File: config.mk
export PLATFORM = sky130hd
export DESIGN_NAME = ysyx_23060246_halt_ctrl_flat
export DESIGN_NICKNAME = d
export VERILOG_FILES = /design/src/rtl/ysyx_23060246_halt_pkg.sv /design/src/rtl/ysyx_23060246_halt_ctrl_if.sv /design/src/rtl/ysyx_23060246_halt_wdog.sv /design/src/rtl/ysyx_23060246_halt_ctrl.sv /design/src/flat_wrapper.sv
export SDC_FILE = /design/constraint.sdc
export NUM_CORES = 1
export LEC_CHECK = 0
export ABC_AREA = 1
export ABC_CLOCK_PERIOD_IN_PS = 2590
export CAP_MARGIN = 20
export CORE_MARGIN = 10
export CORE_UTILIZATION = 39
export DETAILED_ROUTE_END_ITERATION = 7
export PLACE_DENSITY = 0.66
export REMOVE_ABC_BUFFERS = 1
export SETUP_SLACK_MARGIN = 0.4
export SYNTH_ARGS = -nofsm -noshare
export SYNTH_HDL_FRONTEND = slang
export SYNTH_SLANG_ARGS = --single-unit
File: constraint.sdc
create_clock -name clock -period 2.59 [get_ports clock]
set_input_delay 0.3885 -clock clock [delete_from_list [all_inputs] [get_ports clock]]
set_output_delay 0.3885 -clock clock [all_outputs]
set_load 0.005 [all_outputs]
File: src/rtl/ysyx_23060246_halt_pkg.sv
// ---------------------------------------------------------------------------
// ysyx_23060246_halt_pkg
//   Shared types and helpers for the NPC halt controller.
//   - halt_cause_e : 3-bit cause code reported on halt_cause.
//   - halt_state_e : controller phases (RUN/DRAIN/REPORT/HALTED).
//   - PRIO_*       : bit positions in the raw event vector; a lower index
//                    means a higher priority when several events coincide.
//   - select_cause : picks the winning cause from an event vector.
//   - exit_code_for: builds the exit code reported for a cause.
// ---------------------------------------------------------------------------
package ysyx_23060246_halt_pkg;

  typedef enum logic [2:0] {
    CAUSE_NONE         = 3'd0,
    CAUSE_EBREAK       = 3'd1,
    CAUSE_INST_INVALID = 3'd2,
    CAUSE_AXI_BERR     = 3'd3,
    CAUSE_AXI_RERR     = 3'd4,
    CAUSE_WATCHDOG     = 3'd5
  } halt_cause_e;

  typedef enum logic [1:0] {
    HS_RUN    = 2'd0,
    HS_DRAIN  = 2'd1,
    HS_REPORT = 2'd2,
    HS_HALTED = 2'd3
  } halt_state_e;

  // Event vector layout, highest priority first.
  localparam int unsigned NUM_EVENTS        = 5;
  localparam int unsigned PRIO_AXI_RERR     = 0;
  localparam int unsigned PRIO_AXI_BERR     = 1;
  localparam int unsigned PRIO_INST_INVALID = 2;
  localparam int unsigned PRIO_EBREAK       = 3;
  localparam int unsigned PRIO_WATCHDOG     = 4;

  typedef logic [NUM_EVENTS-1:0] halt_event_t;

  // Fixed-priority pick; the if-chain order is the priority order.
  function automatic halt_cause_e select_cause(input halt_event_t ev);
    halt_cause_e cause;
    if (ev[PRIO_AXI_RERR])          cause = CAUSE_AXI_RERR;
    else if (ev[PRIO_AXI_BERR])     cause = CAUSE_AXI_BERR;
    else if (ev[PRIO_INST_INVALID]) cause = CAUSE_INST_INVALID;
    else if (ev[PRIO_EBREAK])       cause = CAUSE_EBREAK;
    else if (ev[PRIO_WATCHDOG])     cause = CAUSE_WATCHDOG;
    else                            cause = CAUSE_NONE;
    return cause;
  endfunction

  // An ebreak reports the program's a0 (0 = good trap); every other cause
  // reports its own code so a harness can tell failures apart.
  function automatic logic [31:0] exit_code_for(input halt_cause_e cause,
                                                input logic [31:0] a0);
    logic [31:0] code;
    if (cause == CAUSE_EBREAK) code = a0;
    else                       code = {29'b0, cause};
    return code;
  endfunction

endpackage

File: src/rtl/ysyx_23060246_halt_ctrl_if.sv
// ---------------------------------------------------------------------------
// ysyx_23060246_halt_ctrl_if
//   AXI status seen by the halt controller.
//   bresp_valid/bresp     : B-channel handshake and write response
//   rresp_valid/rresp     : R-channel handshake and read response
//   axi_outstanding       : count of transactions still in flight
//   master modport        : driven by the core / AXI fabric side
//   slave modport         : consumed by the halt controller
// ---------------------------------------------------------------------------
interface ysyx_23060246_halt_ctrl_if #(
  parameter int unsigned OUTST_W = 4
);

  logic               bresp_valid;
  logic [1:0]         bresp;
  logic               rresp_valid;
  logic [1:0]         rresp;
  logic [OUTST_W-1:0] axi_outstanding;

  modport master (
    output bresp_valid,
    output bresp,
    output rresp_valid,
    output rresp,
    output axi_outstanding
  );

  modport slave (
    input bresp_valid,
    input bresp,
    input rresp_valid,
    input rresp,
    input axi_outstanding
  );

endinterface

File: src/rtl/ysyx_23060246_halt_wdog.sv
// ---------------------------------------------------------------------------
// ysyx_23060246_halt_wdog
//   Commit-idle counter. Counts enabled cycles since the last kick and
//   raises expire (combinationally) on the cycle the count reaches
//   WDOG_CYCLES-1. A kick in that same cycle does not suppress expire.
//   WDOG_CYCLES = 0 removes the counter entirely.
//   clock  : clock
//   reset  : synchronous active-high reset
//   enable : count only while high; low clears the count
//   kick   : instruction retired; restarts the count
//   expire : idle limit reached this cycle
// ---------------------------------------------------------------------------
module ysyx_23060246_halt_wdog #(
  parameter int unsigned WDOG_CYCLES = 1000000
) (
  input  logic clock,
  input  logic reset,
  input  logic enable,
  input  logic kick,
  output logic expire
);

  generate
    if (WDOG_CYCLES == 0) begin : g_off
      logic unused_wdog_ports;
      assign unused_wdog_ports = ^{clock, reset, enable, kick};
      assign expire = 1'b0;
    end else begin : g_on
      localparam int unsigned CNT_W = (WDOG_CYCLES > 1) ? $clog2(WDOG_CYCLES) : 1;
      localparam logic [CNT_W-1:0] CNT_LAST = CNT_W'(WDOG_CYCLES - 1);

      logic [CNT_W-1:0] idle_reg;
      logic [CNT_W-1:0] idle_next;

      assign expire = enable && (idle_reg == CNT_LAST);

      // Wrapping to zero on expire keeps the count in range; the top leaves
      // RUN on expire, which clears it through enable anyway.
      always_comb begin
        idle_next = idle_reg + 1'b1;
        if (!enable || kick || expire) begin
          idle_next = '0;
        end
      end

      always_ff @(posedge clock) begin
        if (reset) begin
          idle_reg <= '0;
        end else begin
          idle_reg <= idle_next;
        end
      end
    end
  endgenerate

endmodule

File: src/rtl/ysyx_23060246_halt_ctrl.sv
// ---------------------------------------------------------------------------
// ysyx_23060246_halt_ctrl
//   Central simulation-termination controller for the NPC core. Collects halt
//   events, keeps the highest-priority one, stalls fetch, waits for in-flight
//   AXI traffic to drain (bounded by DRAIN_TIMEOUT), then reports once.
//   Inputs : clock, reset (sync, active-high), ebreak_valid + a0_value,
//            inst_invalid, inst_pc, commit_valid, axi (AXI status, slave).
//   Outputs: fetch_stall (DRAIN onward), halt_valid (REPORT pulse),
//            halted (HALTED level), halt_cause / exit_code / halt_pc
//            (latched at the event cycle), drain_timeout, cycle_count.
//   SIM_REPORT enables the simulation-only banner and $finish in REPORT.
// ---------------------------------------------------------------------------
module ysyx_23060246_halt_ctrl
  import ysyx_23060246_halt_pkg::*;
#(
  parameter int unsigned OUTST_W       = 4,
  parameter int unsigned DRAIN_TIMEOUT = 256,
  parameter int unsigned WDOG_CYCLES   = 1000000,
  parameter bit          SIM_REPORT    = 1'b1
) (
  input  logic                  clock,
  input  logic                  reset,
  input  logic                  ebreak_valid,
  input  logic [31:0]           a0_value,
  input  logic                  inst_invalid,
  input  logic [31:0]           inst_pc,
  input  logic                  commit_valid,
  ysyx_23060246_halt_ctrl_if.slave axi,
  output logic                  fetch_stall,
  output logic                  halt_valid,
  output logic                  halted,
  output logic [2:0]            halt_cause,
  output logic [31:0]           exit_code,
  output logic [31:0]           halt_pc,
  output logic                  drain_timeout,
  output logic [63:0]           cycle_count
);

  localparam logic [1:0] ST_RUN    = HS_RUN;
  localparam logic [1:0] ST_DRAIN  = HS_DRAIN;
  localparam logic [1:0] ST_REPORT = HS_REPORT;
  localparam logic [1:0] ST_HALTED = HS_HALTED;

  localparam int unsigned DRAIN_W = (DRAIN_TIMEOUT > 1) ? $clog2(DRAIN_TIMEOUT) : 1;
  localparam logic [DRAIN_W-1:0] DRAIN_LAST = DRAIN_W'(DRAIN_TIMEOUT - 1);

  logic [1:0]         state_reg,     state_next;
  logic [2:0]         cause_reg,     cause_next;
  logic [31:0]        exit_reg,      exit_next;
  logic [31:0]        pc_reg,        pc_next;
  logic               timeout_reg,   timeout_next;
  logic [DRAIN_W-1:0] drain_cnt_reg, drain_cnt_next;
  logic [63:0]        cycle_reg,     cycle_next;

  logic [OUTST_W-1:0] outstanding;
  halt_event_t        events;
  halt_cause_e        event_cause;
  logic               wdog_enable;
  logic               wdog_expire;

  assign outstanding = axi.axi_outstanding;

  // Only the error bit of each response matters (SLVERR/DECERR).
  logic unused_resp_lsb;
  assign unused_resp_lsb = ^{axi.bresp[0], axi.rresp[0]};

  always_comb begin
    events                    = '0;
    events[PRIO_AXI_RERR]     = axi.rresp_valid & axi.rresp[1];
    events[PRIO_AXI_BERR]     = axi.bresp_valid & axi.bresp[1];
    events[PRIO_INST_INVALID] = inst_invalid;
    events[PRIO_EBREAK]       = ebreak_valid;
    events[PRIO_WATCHDOG]     = wdog_expire;
  end

  assign event_cause = select_cause(events);

  // The watchdog only counts while the core is free-running; leaving RUN
  // clears it so a later reset starts from a clean count.
  assign wdog_enable = (state_reg == ST_RUN);

  ysyx_23060246_halt_wdog #(
    .WDOG_CYCLES (WDOG_CYCLES)
  ) u_wdog (
    .clock  (clock),
    .reset  (reset),
    .enable (wdog_enable),
    .kick   (commit_valid),
    .expire (wdog_expire)
  );

  always_comb begin
    state_next     = state_reg;
    cause_next     = cause_reg;
    exit_next      = exit_reg;
    pc_next        = pc_reg;
    timeout_next   = timeout_reg;
    drain_cnt_next = drain_cnt_reg;
    cycle_next     = cycle_reg;

    case (state_reg)
      ST_RUN: begin
        if (|events) begin
          state_next     = ST_DRAIN;
          cause_next     = event_cause;
          exit_next      = exit_code_for(event_cause, a0_value);
          pc_next        = inst_pc;
          drain_cnt_next = '0;
        end
      end
      ST_DRAIN: begin
        // An empty bus wins over a timeout landing on the same cycle, so
        // drain_timeout only flags a drain that truly never completed.
        if (outstanding == '0) begin
          state_next = ST_REPORT;
        end else if (drain_cnt_reg == DRAIN_LAST) begin
          state_next   = ST_REPORT;
          timeout_next = 1'b1;
        end else begin
          drain_cnt_next = drain_cnt_reg + 1'b1;
        end
      end
      ST_REPORT: begin
        state_next = ST_HALTED;
      end
      default: begin
        state_next = state_reg;
      end
    endcase

    // Cycle counter stops once the report is issued so the reported figure
    // matches what the harness prints; saturate rather than wrap.
    if (((state_reg == ST_RUN) || (state_reg == ST_DRAIN)) && (cycle_reg != '1)) begin
      cycle_next = cycle_reg + 64'd1;
    end
  end

  always_ff @(posedge clock) begin
    if (reset) begin
      state_reg     <= ST_RUN;
      cause_reg     <= CAUSE_NONE;
      exit_reg      <= '0;
      pc_reg        <= '0;
      timeout_reg   <= 1'b0;
      drain_cnt_reg <= '0;
      cycle_reg     <= '0;
    end else begin
      state_reg     <= state_next;
      cause_reg     <= cause_next;
      exit_reg      <= exit_next;
      pc_reg        <= pc_next;
      timeout_reg   <= timeout_next;
      drain_cnt_reg <= drain_cnt_next;
      cycle_reg     <= cycle_next;
    end
  end

  assign fetch_stall   = (state_reg != ST_RUN);
  assign halt_valid    = (state_reg == ST_REPORT);
  assign halted        = (state_reg == ST_HALTED);
  assign halt_cause    = cause_reg;
  assign exit_code     = exit_reg;
  assign halt_pc       = pc_reg;
  assign drain_timeout = timeout_reg;
  assign cycle_count   = cycle_reg;

`ifndef SYNTHESIS
  // Replaces the old per-event $finish calls scattered through the core:
  // one banner, green for a good trap, red for anything else.
  always @(posedge clock) begin
    if (!reset && SIM_REPORT && (state_reg == ST_REPORT)) begin
      if ((cause_reg == CAUSE_EBREAK) && (exit_reg == 32'd0)) begin
        $display("\033[1;32m[halt] cause=%0d pc=0x%08h exit_code=0x%08h cycles=%0d\033[0m",
                 cause_reg, pc_reg, exit_reg, cycle_reg);
      end else begin
        $display("\033[1;31m[halt] cause=%0d pc=0x%08h exit_code=0x%08h cycles=%0d timeout=%0d\033[0m",
                 cause_reg, pc_reg, exit_reg, cycle_reg, timeout_reg);
      end
      $finish;
    end
  end
`endif

endmodule

File: src/flat_wrapper.sv
// flat-port wrapper written by rule: the top's interface ports become plain ports
module ysyx_23060246_halt_ctrl_flat import ysyx_23060246_halt_pkg::*;
#(
  parameter int unsigned OUTST_W       = 4,
  parameter int unsigned DRAIN_TIMEOUT = 256,
  parameter int unsigned WDOG_CYCLES   = 1000000,
  parameter bit          SIM_REPORT    = 1'b1
)
  (clock, reset, ebreak_valid, a0_value, inst_invalid, inst_pc, commit_valid, fetch_stall, halt_valid, halted, halt_cause, exit_code, halt_pc, drain_timeout, cycle_count, axi_bresp_valid, axi_bresp, axi_rresp_valid, axi_rresp, axi_axi_outstanding);
  ysyx_23060246_halt_ctrl_if #(.OUTST_W(OUTST_W)) axi_i ();
  input  logic clock;
  input  logic reset;
  input  logic ebreak_valid;
  input  logic [31:0] a0_value;
  input  logic inst_invalid;
  input  logic [31:0] inst_pc;
  input  logic commit_valid;
  output logic fetch_stall;
  output logic halt_valid;
  output logic halted;
  output logic [2:0] halt_cause;
  output logic [31:0] exit_code;
  output logic [31:0] halt_pc;
  output logic drain_timeout;
  output logic [63:0] cycle_count;
  input wire logic [$bits(axi_i.bresp_valid)-1:0] axi_bresp_valid;
  input wire logic [$bits(axi_i.bresp)-1:0] axi_bresp;
  input wire logic [$bits(axi_i.rresp_valid)-1:0] axi_rresp_valid;
  input wire logic [$bits(axi_i.rresp)-1:0] axi_rresp;
  input wire logic [$bits(axi_i.axi_outstanding)-1:0] axi_axi_outstanding;
  assign axi_i.bresp_valid = axi_bresp_valid;
  assign axi_i.bresp = axi_bresp;
  assign axi_i.rresp_valid = axi_rresp_valid;
  assign axi_i.rresp = axi_rresp;
  assign axi_i.axi_outstanding = axi_axi_outstanding;
  ysyx_23060246_halt_ctrl #(.OUTST_W(OUTST_W), .DRAIN_TIMEOUT(DRAIN_TIMEOUT), .WDOG_CYCLES(WDOG_CYCLES), .SIM_REPORT(SIM_REPORT)) u_core (.clock(clock), .reset(reset), .ebreak_valid(ebreak_valid), .a0_value(a0_value), .inst_invalid(inst_invalid), .inst_pc(inst_pc), .commit_valid(commit_valid), .axi(axi_i), .fetch_stall(fetch_stall), .halt_valid(halt_valid), .halted(halted), .halt_cause(halt_cause), .exit_code(exit_code), .halt_pc(halt_pc), .drain_timeout(drain_timeout), .cycle_count(cycle_count));
endmodule
==> results_dict.tcl <==
set metrics [dict create \
    syn_avg_cell_area_um2 6.571 \
    maxCapViolations 0 \
    worstHoldPathType "input port to register" \
    final_cell_count_no_fill 1740 \
    critPathMaxFanout 5 \
    async_flop_share_pct 0 \
    maxSlewHeadroom_pct 44.73 \
    cts_root_buffer "clkbuf_16" \
    fin_crit_ps 2105 \
    start_util_pct 39.88 \
    die_area_mm2 0.02700 \
    setup_viol 0 \
    initialDrtViolationCount 473 \
    die_h_um 164.3 \
    place_ws_ps 239.7 \
    seq_area_frac_synth_pct 39.93 \
    ys.flop_type "dfxtp_1" \
    fin_ws_ps 485.1 \
    power_leakage_nw 4.030 \
    critPathCaptureType "primary output" \
    grt_usage_pct 20.30 \
    wl_per_cell_um 16.08 \
    synth_top_family_by_area "simple AND/OR/NAND/NOR gates" \
    syn_area_mm2 0.008122 \
    skew_ps 13.30 \
    gp_congestion 0.9938 \
    synth_fa_ha_area_share_pct 1.232 \
    grt_pass1_wl_um 43700 \
    rsz0062_at_grt "false" \
    yosys.area.top_type "dfxtp_1" \
    required_ps 2200 \
    area_growth_pct 39.99 \
    grt_use_met2_pct 32.74 \
    die_w_um 164.3 \
    synthTopCellsByArea "dfxtp_1 (40%), nand2_1 (15%), nor2_1 (13%)" \
    clk_pin_slew_ps 70 \
    fin_crit_sh_pct 81.27 \
    top_usage_layer "met2" \
    drt_first_pass_iters 5 \
    synthCells 1236 \
    drtAntennaViolNets 0 \
    slew_violations 0 \
    yosys.area.top_type_share_pct 39.93 \
    nets 1544 \
    drive_gt1_share_pct 7.551 \
    yosysMostFrequentCell "nand2_1" \
    cts_hold_buf 0 \
    fmax_mhz 475.1 \
    antenna_found_initial 0 \
    grt_pass1_vias 8366 \
    whs_path_depth 4 \
    power_density_mw_per_mm2 774.5 \
    criticalPathCategory "register to primary output" \
    ys_types 32 \
    final_area_mm2 0.01137 \
    vias_per_cell 4.929 \
    ctsHtreeMaxLevel 4 \
    yosysWarningCount 0 \
    ios 214 \
    cts_buffers 17 \
    routed_wl_um 27970 \
    drc 0 \
    synthSimpleGateAreaFrac_pct 35.03 \
    use_met3_pct 9.362 \
    synth_commonest_cells "nand2_1 (335), nor2_1 (272), dfxtp_1 (162)" \
    finalPower_mw 8.806 \
    coreArea_mm2 0.02036 \
    num_vias 8576 \
    grt_max_degree 73 \
    status "finished, final reports clean" \
    irDropWorstVdd_mv 0.5469 \
    arrival_ps 1720 \
    dpl.cell_count 1703 \
    fin_util_pct 55.83 \
    ys_ff_latch 162 \
    num-fill-cells 1978 \
    hold_viol 0 \
    grt_overflow 0 \
    portBuffers 211 \
    synthMuxAreaShare_pct 0 \
    clockBufferDepth 2 \
    tritoncts "done" \
    synth-edff-count 0 \
    fp-row-count 52 \
    worst_pin_slew_ps 829.0 \
    gr-usage-met1_pct 23.59 \
    r2r_cells 12 \
    num_antenna_cells 0 \
    clock_latency_ps 440 \
    largest_reg_flops 64 \
    synth_xor_area_share_pct 6.255 \
    synth_compound_area_share_pct 11.99 \
    hpwl_um 21390 \
    clkSinkCount 162 \
    place_area_mm2 0.01068 \
    start_kind "register" \
]
-- power breakdown --
part	internal [mW]	switching [mW]
registers	2.90	0.216
clock network	1.40	1.21
logic	1.40	1.68
-- worst max-delay path: stages (launching register included) --
cell and delay (ps):
dfxtp_2 370, inv_1 90, ha_4 190, inv_2 110, clkdlybuf4s50_1 520
-- kinds of logic after synthesis --
group / count (synthesis)
compound gates: 191
xor+xnor: 58
fa+ha+maj: 8
buf+inv: 111
flops: 162
simple gates: 706
-- metrics by stage --
stage          setup TNS [ps]  hold slack [ps]
3_5_place_dp                0            441.4
3_3_place_gp                0            431.9
5_1_grt                     0            349.8
4_1_cts                     0            338.2
2_1_floorplan          -77980            417.5
6_report                    0            348.8
-- layout by cell type (no fill, tap or decap), types with 5 or more instances in the layout --
master and count:
xnor2_1 33, buf_12 5, xor2_1 25, nand4_1 14, clkdlybuf4s50_1 210, nand2_1 335, buf_4 33, dfxtp_1 148
inv_8 6, a21oi_1 108, o21ai_0 75, clkbuf_16 17, nor2_1 267, inv_1 58, nor3_1 14, dfxtp_2 14
nand3_1 49, ha_1 7, nor2_2 6
-- repair_timing --
action                                  CTS  global route
setup buffers                             2             3
endpoints found under the setup margin   65           123
resized for setup                         2            24
pin swaps                                 1             1
endpoints found under the hold margin     0             0
-- metal layers --
metal,vias to the layer above,part of all wire (%)
met4,0,1.8
met3,32,11
met1,3888,43
li1,4383,-
met5,-,0
met2,273,44
-- worst paths after layout --
check,startpoint,endpoint,slack [ps]
max,u_core.state_reg[0],fetch_stall,490
min,reset,u_core.cycle_count[38],350
max reg2reg,u_core.cycle_count[1],u_core.cycle_count[62],590
min reg2reg,u_core.u_wdog.g_on.idle_reg[0],u_core.u_wdog.g_on.idle_reg[0],450
-- final cells by class --
class,count,area (µm²),share of cell area (%)
multi-input combinational,963,4467,39.29
clock inverter,14,157.7,1.387
clock buffer,18,439.2,3.863
sequential,162,3261,28.68
tap,270,337.8,2.971
timing repair buffer,250,2466,21.69
inverter,63,241.5,2.124
Note: power is estimated with default switching activity, not from simulation.
